### config.mk
export PLATFORM = sky130hd
export DESIGN_NAME = noc_switch_allocator
export DESIGN_NICKNAME = d
export VERILOG_FILES = /design/src/rtl/noc_pkg.sv /design/src/rtl/noc_rr_arbiter.sv /design/src/rtl/noc_switch_allocator.sv
export SDC_FILE = /design/constraint.sdc
export NUM_CORES = 1
export LEC_CHECK = 0
export BUFFER_PORTS_ARGS = -buffer_cell sky130_fd_sc_hd__buf_2
export CORE_MARGIN = 2
export CORE_UTILIZATION = 35
export CTS_BUF_LIST = sky130_fd_sc_hd__clkbuf_2 sky130_fd_sc_hd__clkbuf_4 sky130_fd_sc_hd__clkbuf_8
export CTS_CLUSTER_DIAMETER = 120
export DETAILED_ROUTE_END_ITERATION = 10
export GPL_TIMING_DRIVEN = 0
export PLACE_DENSITY = 0.61
export SKIP_LAST_GASP = 1
export SYNTH_ARGS = -nofsm -noshare
export SYNTH_HDL_FRONTEND = slang
export SYNTH_SLANG_ARGS = --single-unit
### constraint.sdc
create_clock -name clk -period 15.2 [get_ports clk]
set_clock_uncertainty 0.15 [all_clocks]
set_input_delay 3.8 -clock clk [delete_from_list [all_inputs] [get_ports clk]]
set_output_delay 3.8 -clock clk [all_outputs]
set_load 0.01 [all_outputs]
### src/rtl/noc_pkg.sv
// Shared types and constants for the 5-port NoC router.
//   PORTS / PORT_W : router port count and port-index width
//   port_idx_t     : port index type
//   port_e         : symbolic port names (LOCAL, NORTH, EAST, SOUTH, WEST)
//   alloc_state_t  : per-output allocator state (IDLE, LOCKED)
//   next_port()    : round-robin successor of a port index, with wrap
package noc_pkg;

  localparam int unsigned PORTS  = 5;
  localparam int unsigned PORT_W = $clog2(PORTS);

  typedef logic [PORT_W-1:0] port_idx_t;

  typedef enum logic [PORT_W-1:0] {
    LOCAL,
    NORTH,
    EAST,
    SOUTH,
    WEST
  } port_e;

  typedef enum logic {
    IDLE   = 1'b0,
    LOCKED = 1'b1
  } alloc_state_t;

  function automatic port_idx_t next_port(input port_idx_t p);
    if (p == port_idx_t'(PORTS - 1)) begin
      return '0;
    end
    return p + port_idx_t'(1);
  endfunction

endpackage

### src/rtl/noc_rr_arbiter.sv
// Combinational round-robin arbiter, one per router output.
//   i_req   : request vector, one bit per input port
//   i_ptr   : highest-priority input; search runs upward from here with wrap
//   o_grant : one-hot grant (all zero when nothing requests)
//   o_idx   : index of the granted input (0 when nothing requests)
//   o_valid : some input was granted
module noc_rr_arbiter
  import noc_pkg::*;
(
  input  logic [PORTS-1:0] i_req,
  input  port_idx_t        i_ptr,
  output logic [PORTS-1:0] o_grant,
  output port_idx_t        o_idx,
  output logic             o_valid
);

  always_comb begin
    port_idx_t w_pos;
    o_grant = '0;
    o_idx   = '0;
    o_valid = 1'b0;
    w_pos   = '0;
    for (int unsigned k = 0; k < PORTS; k++) begin
      w_pos = port_idx_t'((32'(i_ptr) + k) % PORTS);
      if (!o_valid && i_req[w_pos]) begin
        o_valid        = 1'b1;
        o_grant[w_pos] = 1'b1;
        o_idx          = w_pos;
      end
    end
  end

endmodule

### src/rtl/noc_switch_allocator.sv
// Switch allocator for the 5-port wormhole router. Each output arbitrates
// round-robin among head-of-line flits addressed to it, locks to the winning
// input until its tail flit transfers, and drives crossbar selects and input
// pop strobes combinationally so a granted flit moves in the same cycle.
//   clk, rst     : clock; asynchronous active-high reset
//   req_valid    : input i has a head-of-line flit
//   req_dest     : destination output of input i's flit
//   req_tail     : input i's flit is a tail (head+tail = single-flit packet)
//   out_ready    : downstream of output o accepts a flit
//   out_valid    : output o carries a flit
//   out_sel      : crossbar select, input index driving output o
//   in_ready     : input i's flit transfers this cycle (pop strobe)
//   out_locked   : output o is locked to a packet
//   err_bad_dest : registered pulse, a valid request named a nonexistent output
module noc_switch_allocator
  import noc_pkg::*;
(
  input  logic                         clk,
  input  logic                         rst,
  input  logic [PORTS-1:0]             req_valid,
  input  logic [PORTS-1:0][PORT_W-1:0] req_dest,
  input  logic [PORTS-1:0]             req_tail,
  input  logic [PORTS-1:0]             out_ready,
  output logic [PORTS-1:0]             out_valid,
  output logic [PORTS-1:0][PORT_W-1:0] out_sel,
  output logic [PORTS-1:0]             in_ready,
  output logic [PORTS-1:0]             out_locked,
  output logic                         err_bad_dest
);

  localparam logic [PORT_W:0] PortLimit = (PORT_W + 1)'(PORTS);

  logic [PORTS-1:0]             w_lock;
  logic [PORTS-1:0][PORT_W-1:0] w_owner;
  logic [PORTS-1:0]             w_owned;
  logic [PORTS-1:0][PORTS-1:0]  w_pop;    // [output][input]
  logic [PORTS-1:0]             w_bad;
  logic                         r_err_bad_dest;

  // An input holding a locked output must not compete for any other output.
  always_comb begin
    w_owned = '0;
    for (int unsigned o = 0; o < PORTS; o++) begin
      if (w_lock[o]) begin
        w_owned[w_owner[o]] = 1'b1;
      end
    end
  end

  always_comb begin
    in_ready = '0;
    for (int unsigned o = 0; o < PORTS; o++) begin
      in_ready = in_ready | w_pop[o];
    end
  end

  always_comb begin
    w_bad = '0;
    for (int unsigned i = 0; i < PORTS; i++) begin
      w_bad[i] = req_valid[i] && ({1'b0, req_dest[i]} >= PortLimit);
    end
  end

  always_ff @(posedge clk or posedge rst) begin
    if (rst) begin
      r_err_bad_dest <= 1'b0;
    end else begin
      r_err_bad_dest <= |w_bad;
    end
  end

  assign err_bad_dest = r_err_bad_dest;

  for (genvar o = 0; o < PORTS; o++) begin : g_out
    alloc_state_t     r_state, w_state_d;
    port_idx_t        r_owner, w_owner_d;
    port_idx_t        r_ptr, w_ptr_d;
    port_idx_t        r_sel, w_sel;
    logic [PORTS-1:0] w_cand, w_grant, w_mask, w_pop_o;
    port_idx_t        w_arb_idx;
    logic             w_arb_valid, w_valid, w_xfer;

    // Out-of-range destinations never match any o, so they are never granted.
    always_comb begin
      w_cand = '0;
      for (int unsigned i = 0; i < PORTS; i++) begin
        w_cand[i] = req_valid[i] && (req_dest[i] == port_idx_t'(o)) && !w_owned[i];
      end
    end

    noc_rr_arbiter u_arb (
      .i_req   (w_cand),
      .i_ptr   (r_ptr),
      .o_grant (w_grant),
      .o_idx   (w_arb_idx),
      .o_valid (w_arb_valid)
    );

    always_comb begin
      w_state_d = r_state;
      w_owner_d = r_owner;
      w_ptr_d   = r_ptr;
      w_valid   = 1'b0;
      w_sel     = r_sel;
      w_mask    = '0;

      unique case (r_state)
        IDLE: begin
          if (w_arb_valid) begin
            w_valid = 1'b1;
            w_sel   = w_arb_idx;
            w_mask  = w_grant;
          end
        end
        LOCKED: begin
          w_valid         = req_valid[r_owner];
          w_sel           = r_owner;
          w_mask[r_owner] = 1'b1;
        end
      endcase

      if (rst) begin
        w_valid = 1'b0;
        w_sel   = r_sel;
      end

      w_xfer  = w_valid && out_ready[o];
      w_pop_o = w_xfer ? w_mask : '0;

      if (w_xfer) begin
        unique case (r_state)
          IDLE: begin
            w_ptr_d = next_port(w_sel);
            if (!req_tail[w_sel]) begin
              w_state_d = LOCKED;
              w_owner_d = w_sel;
            end
          end
          LOCKED: begin
            if (req_tail[r_owner]) begin
              w_state_d = IDLE;
            end
          end
        endcase
      end
    end

    always_ff @(posedge clk or posedge rst) begin
      if (rst) begin
        r_state <= IDLE;
        r_owner <= '0;
        r_ptr   <= '0;
        r_sel   <= '0;
      end else begin
        r_state <= w_state_d;
        r_owner <= w_owner_d;
        r_ptr   <= w_ptr_d;
        r_sel   <= w_sel;
      end
    end

    assign out_valid[o]  = w_valid;
    assign out_sel[o]    = w_sel;
    assign out_locked[o] = (r_state == LOCKED) && !rst;
    assign w_lock[o]     = (r_state == LOCKED);
    assign w_owner[o]    = r_owner;
    assign w_pop[o]      = w_pop_o;
  end

endmodule

==> results.py, run 1 <==
metrics = {
    "routing": {
        "via_count": 14900,
        "drc": 0,
        "ant_nets": 0,
        "drt_wl_total_mm": 47.9,
        "wl_per_cell_microns": 19.8,
        "drt_iter0_drc": 1554,
        "routed_via_density": 6.17,
        "first_pass_iters": 6,
    },
    "yosys": {
        "yosysSeqAreaShare_pct": 9.61,
        "yosysMostFrequentCell": "nand2_1",
        "yosys-top-cells-count": "nand2_1 (151), ha_1 (117), inv_1 (114), nor2_1 (114)",
        "yosysTopAreaCell": "ha_1",
        "ys_top_cells_by_area": "ha_1 (11%), dfrtp_1 (9.6%), nand2_1 (4.3%)",
        "synthArstFlopShare_pct": 100,
        "synth-edff-count": 0,
        "synth_fp_nets": 1984,
        "synth_cells": 1833,
        "syn-mean-instance-area_sq_um": 7.24,
        "ys_warn_count": 0,
        "netlist.area_leader.share_pct": 11.0,
        "synthFlopType": "dfrtp_1",
        "synth.distinct_cells": 108,
        "synth_seq_cells": 51,
        "netlist_area_sq_um": 13300,
    },
    "critical_path": {
        "crit_path_end_kind": "output port",
        "critPathMaxFanout": 9,
        "path_class": "in2out",
        "r2r_start": "g_out[4].r_ptr[0]",
        "required_ps": 11250,
        "ff2ff_setup_slack_ps": 7420,
        "worstReg2RegEnd": "g_out[4].r_owner[0]",
        "crit_arrival_ps": 8540,
        "worstSetupStartpointType": "primary input",
        "r2r_cells": 27,
    },
    "outcome": {
        "status": "completed",
    },
    "final_layout": {
        "fin_area_sq_um": 14300,
        "syn_to_final_growth_pct": 7.98,
        "n_fill_cell": 4077,
        "final_util_pct": 38.2,
        "ff_latch_area_sq_um": 1280,
        "fin_cells": 2418,
        "final_nets": 2051,
        "multiInputGateArea_sq_um": 11100,
        "drive_above_1_share_pct": 10.4,
    },
    "cts": {
        "tritoncts": "yes",
        "root_buffer": "clkbuf_8",
        "cts_setup_buffers": 0,
        "cts_buffers": 5,
        "clockBufferDepth": 2,
        "clkLatencyLatePin_ps": 340,
        "ctsResizeCount": 0,
        "ctsHoldBuffers": 0,
        "h-tree-depth": 2,
        "clkTransAtPathRegs_ps": 110,
        "cts_sinks": 51,
    },
    "floorplanning": {
        "die_h_microns": 199,
        "io-pin-count": 63,
        "core_sq_um": 37500,
        "fp.dieW_microns": 199,
        "initial_core_util_pct": 35.4,
        "num_rows": 71,
        "dieArea_sq_um": 39500,
    },
    "placed_design": {
        "portBuffers": 60,
        "detailed_place_hpwl_mm": 38.6,
        "place_inst": 2404,
        "place.gp.congestion": 0.998,
        "place_area_sq_um": 14200,
    },
    "hold_path": {
        "worstHoldPathType": "reg2reg",
        "holdPathStages": 2,
        "worstHoldStart": "g_out[2].r_sel[0]",
        "hold_path_end": "g_out[2].r_sel[0]",
    },
    "sta": {
        "finalSetupViolCount": 0,
        "max_freq_ghz": 0.0800,
        "hold_viol": 0,
        "drv_slew": 0,
        "fin_setup_tns_ps": 0,
        "worst_pin_slew_ps": 1310,
        "fin_crit_sh_pct": 82.2,
        "grt_setup_unrepaired": "false",
        "final.min_clock_period_ps": 12490,
        "relSlewSlack_pct": 11.9,
    },
    "global_route": {
        "grt_pass1_vias": 14000,
        "grt_overflow_total": 0,
        "antenna_found_initial": 6,
        "grt_max_degree": 61,
        "grt_pass1_wl_mm": 75.5,
        "grtUsageTotal_pct": 23.8,
    },
    "run": {
        "cap_viol_max_count": 0,
    },
}
-- cell usage in the layout (no fill, tap or decap), drive strengths merged, types with 16 or more instances in the layout --
cell type | synthesis | layout
nor3 | 61 | 61
o21ai | 110 | 110
or3 | 16 | 16
a22oi | 16 | 16
a211oi | 37 | 37
clkbuf | 69 | 74
and2 | 26 | 26
nor4 | 27 | 27
ha | 117 | 117
xnor2 | 39 | 39
nor3b | 17 | 17
nand2 | 151 | 151
a21o | 17 | 17
nor2 | 114 | 114
a21oi | 104 | 104
buf | 27 | 87
nand2b | 26 | 26
o211ai | 29 | 29
o22ai | 20 | 20
and3 | 34 | 34
inv | 117 | 119
dfrtp | 51 | 51
o311ai | 17 | 17
mux2i | 51 | 51
a31oi | 26 | 26
o31ai | 17 | 17
nor2b | 40 | 40
mux2 | 25 | 25
nand4 | 19 | 19
nand3 | 66 | 66
or2 | 27 | 27
-- layout make-up --
cell class                      count  area share (%)
Multi-Input combinational cell   1565            77.7
Sequential cell                    51            8.90
Tap cell                          511            4.46
Inverter                          121            3.17
Buffer                             96            2.92
Timing Repair Buffer               60            2.09
Clock buffer                        5           0.480
Clock inverter                      3           0.183
Antenna cell                        6           0.105
-- how the worst max path moves through the flow --
stage	from	endpoint	slack (ps)	cells after the start
finish	req_valid[2]	in_ready[2]	2710	15
global route	req_valid[2]	in_ready[2]	2500	15
CTS	req_valid[2]	in_ready[2]	2870	15
detailed placement	req_valid[2]	in_ready[2]	2900	15
global placement	rst	in_ready[0]	1950	10
floorplan	rst	in_ready[0]	4220	9
-- cells by family (layout without fill, tap and decap cells) --
group | after synthesis | count (layout) | share of synthesized area (%)
AOI/OAI and AO/OA | 596 | 596 | 32.2
xor gates and xnor gates | 47 | 47 | 3.16
adders and majority gates | 119 | 119 | 11.3
buffers and inverters | 217 | 285 | 6.54
DFF | 51 | 51 | 9.61
muxes | 80 | 80 | 6.64
other | 0 | 6 | 0
and+or+nand+nor | 723 | 723 | 30.5
-- metal layers --
| layer | wire, microns | GRT usage (%) |
|---|---|---|
| met1 | 21300 | 32.0 |
| met2 | 21700 | 38.7 |
| met3 | 3520 | 4.02 |
| met4 | 1410 | 7.85 |
| met5 | 0 | 0 |
-- state kept, by name (all words and copies together), names as in the netlist --
signal / cells
g_out.r_owner: 15
g_out.r_sel: 15
g_out.r_state: 5
g_out.r_ptr: 15
err_bad_dest: 1
-- per-stage QoR --
step,hold WS (ps),setup WS (ps)
after floorplan,411,4220
after global placement,444,1950
after detailed placement,458,2900
after CTS,474,2870
after global routing,516,2500
final,476,2710
-- critical path: stages --
cell,delay [ps]
buf_2,220
nor4b_2,940
nand4_1,590
nor2_1,230
a221o_1,180
and3_1,170
clkbuf_1,310
a211oi_2,160
o21ai_0,240
nor3_1,120
a221oi_1,310
nor2_1,120
a2111oi_0,630
nand4_1,290
buf_2,220
Power of run 1 is left out: the tool's default activity adds up to more than one toggle a clock period on the data nets, which glitch-free logic cannot reach.
==> run 2: changes to the inputs <==
clock period = 12 ns   (was 15.2 ns; I/O delays follow)
==> run 2 against run 1 <==
- global-route usage about the same
- core utilization is the same
- flip-flop and latch count unchanged
- die area did not move
- critical path depth grew 14
- routed wire length increased by 0.19%
- register-to-register slack worse by 3200 ps
- critical path type is now reg2out
- largest cell class unchanged
==> results.py, run 2 (synthesized netlist as in run 1, its figures left out) <==
metrics = {
    "final_layout": {
        "n_fill_cell": 4077,
        "final_common_cell": "nand2_1",
        "syn_to_final_growth_pct": 7.98,
        "final_util_pct": 38.2,
        "fin_cells": 2418,
        "drive_above_1_share_pct": 10.4,
        "final_nets": 2051,
        "fin_area_sq_um": 14300,
        "mostFrequentLayoutCells": "nand2_1 (151), ha_1 (117), inv_1 (114), nor2_1 (114)",
        "largest_registers": "g_out.r_owner: 15 flops, g_out.r_ptr: 15 flops, g_out.r_sel: 15 flops",
    },
    "critical_path": {
        "critPathMaxFanout": 10,
        "crit_path_end_kind": "output port",
        "required_ps": 8850,
        "worstSetupStartpointType": "register",
        "crit_arrival_ps": 7920,
        "slowest_stage": "nor4b_1",
        "crit_buf_inv": 9,
        "cp_top_family": "buffers and inverters",
        "max_stage_delay_ps": 560,
        "path_common_cell": "clkbuf_1",
        "path_class": "reg2out",
    },
    "routing": {
        "first_pass_iters": 6,
        "via_count": 15000,
        "wl_per_cell_microns": 19.8,
        "drt_wl_total_mm": 48.0,
        "routed_via_density": 6.21,
        "drc": 0,
        "drt_iter0_drc": 1503,
        "ant_nets": 0,
    },
    "sta": {
        "fin_setup_tns_ps": 0,
        "drv_slew": 0,
        "max_freq_ghz": 0.0903,
        "final.min_clock_period_ps": 11070,
        "worst_pin_slew_ps": 1330,
        "finalSetupViolCount": 0,
        "grt_setup_unrepaired": "false",
        "fin_crit_sh_pct": 92.3,
        "relSlewSlack_pct": 10.5,
        "hold_viol": 0,
    },
    "floorplanning": {
        "initial_core_util_pct": 35.4,
        "core_sq_um": 37500,
        "io-pin-count": 63,
        "num_rows": 71,
        "fp.dieW_microns": 199,
        "dieArea_sq_um": 39500,
        "die_h_microns": 199,
    },
    "cts": {
        "clkTransAtPathRegs_ps": 110,
        "ctsResizeCount": 0,
        "clkLatencyLatePin_ps": 340,
        "cts_setup_buffers": 0,
        "root_buffer": "clkbuf_8",
        "ctsHoldBuffers": 0,
        "cts_sinks": 51,
        "clockBufferDepth": 2,
        "h-tree-depth": 2,
        "cts_buffers": 5,
        "tritoncts": "yes",
    },
    "global_route": {
        "grt_max_degree": 61,
        "grt_pass1_wl_mm": 75.5,
        "antenna_found_initial": 6,
        "grt_pass1_vias": 14000,
        "grtUsageTotal_pct": 23.8,
        "grt_overflow_total": 0,
    },
    "run": {
        "cap_viol_max_count": 0,
    },
    "placed_design": {
        "place_inst": 2404,
        "place.gp.congestion": 0.998,
        "detailed_place_hpwl_mm": 38.6,
        "portBuffers": 60,
        "place_area_sq_um": 14200,
    },
    "hold_path": {
        "worstHoldPathType": "reg2reg",
    },
    "outcome": {
        "status": "completed",
    },
}
-- run 2: cell counts in the layout (fill, tap and decap cells not counted) --
No cell type changed its count.
-- run 2: final cells by class --
type,count,area (sq um),area share [%]
Antenna cell,6,15.0,0.105
Clock buffer,5,68.8,0.480
Multi-Input combinational cell,1565,11100,77.7
Buffer,96,418,2.92
Inverter,121,454,3.17
Timing Repair Buffer,60,300,2.09
Clock inverter,3,26.3,0.183
Tap cell,511,639,4.46
Sequential cell,51,1280,8.90
-- run 2: path summary, 6_finish.rpt --
| check | from | end | slack, ps | depth (start not counted) |
|---|---|---|---|---|
| min | g_out[2].r_sel[0] | g_out[2].r_sel[0] | 480 | 2 |
| min in group asynchronous | rst | g_out[2].r_owner[0] | 3770 | 4 |
| min reg2reg | g_out[2].r_sel[0] | g_out[2].r_sel[0] | 480 | 2 |
| max in group asynchronous | rst | g_out[4].r_sel[2] | 7370 | 4 |
| max reg2reg | g_out[4].r_ptr[0] | g_out[4].r_owner[0] | 4180 | 27 |
| max | g_out[4].r_ptr[0] | in_ready[4] | 930 | 29 |
-- run 2: worst min-delay path: cells and delay by family (launching register included) --
kind	cells	cell delay, ps
compound gates	1	130
flops	1	380
buf+inv	1	60
-- run 2: routing by layer --
layer	track usage, %	vias up	wire length [microns]
met1	32.0	7143	21500
met4	7.82	0	1450
met5	0	-	0
met2	38.7	605	21700
met3	3.95	97	3390
li1	-	7168	-
-- run 2: per-stage QoR --
step           setup slack [ps]  hold slack (ps)
2_1_floorplan              2620              411
3_3_place_gp                351              444
3_5_place_dp               1300              458
4_1_cts                    1010              474
5_1_grt                     255              516
6_report                    925              479
Power of run 2 is left out for the same reason.
==> run 3: changes to the inputs <==
RECOVER_POWER = 50   (was not set)
==> run 3 against run 2 <==
- first-iteration DRC count decreased by 3.0%
- non-clock buffer count unchanged
- setup slack got worse by 420 ps
- global-route usage unchanged
- routed wire length decreased by 0.12%
- critical path depth decreased by 15
- maximum frequency decreased by 3.6%
- register-to-register slack got worse by 30 ps
- worst hold slack improved by 1.2 ps
- count of clock-buffer cells in the layout unchanged
==> results.py, run 3 (synthesized netlist as in run 1, its figures left out) <==
metrics = {
    "outcome": {
        "status": "completed",
    },
    "critical_path": {
        "critPathMaxFanout": 8,
        "crit_arrival_ps": 8340,
        "worstSetupStartpointType": "primary input",
        "crit_path_end_kind": "output port",
        "path_class": "in2out",
        "required_ps": 8850,
    },
    "cts": {
        "tritoncts": "yes",
        "h-tree-depth": 2,
        "ctsHoldBuffers": 0,
        "cts_buffers": 5,
        "cts_setup_buffers": 0,
        "root_buffer": "clkbuf_8",
        "clkTransAtPathRegs_ps": 110,
        "clockBufferDepth": 2,
        "clkLatencyLatePin_ps": 340,
        "ctsResizeCount": 0,
        "cts_sinks": 51,
    },
    "routing": {
        "routed_via_density": 6.20,
        "via_count": 15000,
        "first_pass_iters": 6,
        "ant_nets": 0,
        "wl_per_cell_microns": 19.8,
        "drt_wl_total_mm": 47.9,
        "drt_iter0_drc": 1458,
        "drc": 0,
    },
    "placed_design": {
        "place_area_sq_um": 14200,
        "detailed_place_hpwl_mm": 38.6,
        "place.gp.congestion": 0.998,
        "portBuffers": 60,
    },
    "final_layout": {
        "mostFrequentLayoutCells": "nand2_1 (151), ha_1 (117), inv_1 (114), nor2_1 (114), o21ai_0 (105)",
        "final_common_cell": "nand2_1",
        "n_fill_cell": 4080,
        "largest_registers": "g_out.r_owner: 15 flops, g_out.r_ptr: 15 flops, g_out.r_sel: 15 flops",
        "final_nets": 2051,
        "fin_area_sq_um": 14300,
        "drive_above_1_share_pct": 9.78,
        "syn_to_final_growth_pct": 7.75,
    },
    "global_route": {
        "grt_pass1_wl_mm": 75.5,
        "grt_pass1_vias": 14000,
        "grt_overflow_total": 0,
        "grt_max_degree": 61,
        "grtUsageTotal_pct": 23.8,
        "antenna_found_initial": 6,
    },
    "sta": {
        "drv_slew": 0,
        "fin_setup_tns_ps": 0,
        "max_freq_ghz": 0.0870,
        "relSlewSlack_pct": 5.65,
        "grt_setup_unrepaired": "false",
        "worst_pin_slew_ps": 1400,
        "finalSetupViolCount": 0,
        "final.min_clock_period_ps": 11490,
        "fin_crit_sh_pct": 95.8,
        "hold_viol": 0,
        "holdWs_ps": 480,
    },
    "floorplanning": {
        "die_h_microns": 199,
        "io-pin-count": 63,
        "num_rows": 71,
        "fp.dieW_microns": 199,
        "dieArea_sq_um": 39500,
        "core_sq_um": 37500,
        "initial_core_util_pct": 35.4,
    },
    "hold_path": {
        "worstHoldPathType": "reg2reg",
    },
    "run": {
        "cap_viol_max_count": 0,
    },
}
==> run 3: stage by stage <==
step           worst slack (ps)  util [%]  cells
6_report                    510      38.2   2418
5_1_grt                     203      38.2   2418
4_1_cts                    1010      38.2   2412
3_5_place_dp               1300      37.9   2404
3_3_place_gp                351      37.9   2404
2_1_floorplan              2620         -   1833
==> run 3: layer usage <==
layer	vias to the layer above	GRT usage [%]	wire (microns)
met4	0	7.82	1490
met2	623	38.7	21600
met1	7106	32.0	21200
li1	7163	-	-
met3	90	3.95	3630
met5	-	0	0
==> run 3: final timing paths <==
check | from | endpoint | slack [ps] | cells past startpoint
setup / recovery | req_valid[4] | in_ready[1] | 510 | 14
max in group asynchronous | rst | g_out[4].r_state | 7390 | 4
hold reg to reg | g_out[0].r_sel[0] | g_out[0].r_sel[0] | 480 | 2
hold / removal | g_out[0].r_sel[0] | g_out[0].r_sel[0] | 480 | 2
min in group asynchronous | rst | g_out[2].r_owner[0] | 3760 | 4
setup reg to reg | g_out[4].r_ptr[0] | g_out[4].r_owner[1] | 4150 | 27
==> run 3: cell type report <==
cell class / count / area, sq um / share of cell area (%)
plain buffers: 96 / 418 / 2.92
well taps: 511 / 639 / 4.47
flip-flops and latches: 51 / 1280 / 8.92
diodes: 6 / 15.0 / 0.105
inverters: 121 / 454 / 3.18
repair buffers: 60 / 295 / 2.06
clock buffers: 5 / 68.8 / 0.481
clock inverters: 3 / 26.3 / 0.184
multi-input cells: 1565 / 11100 / 77.7
==> run 3: critical path: stages <==
cell       delay, ps
clkbuf_1         460
or4b_1           490
clkbuf_1         240
and4bb_1         490
a22oi_1          160
o311ai_0        1190
nor2_1           300
nand3_1          320
nor4_1           130
nand2_1          120
a41oi_1          200
a2111oi_0        680
nand4_1          310
buf_2            230
Power of run 3 is left out for the same reason.
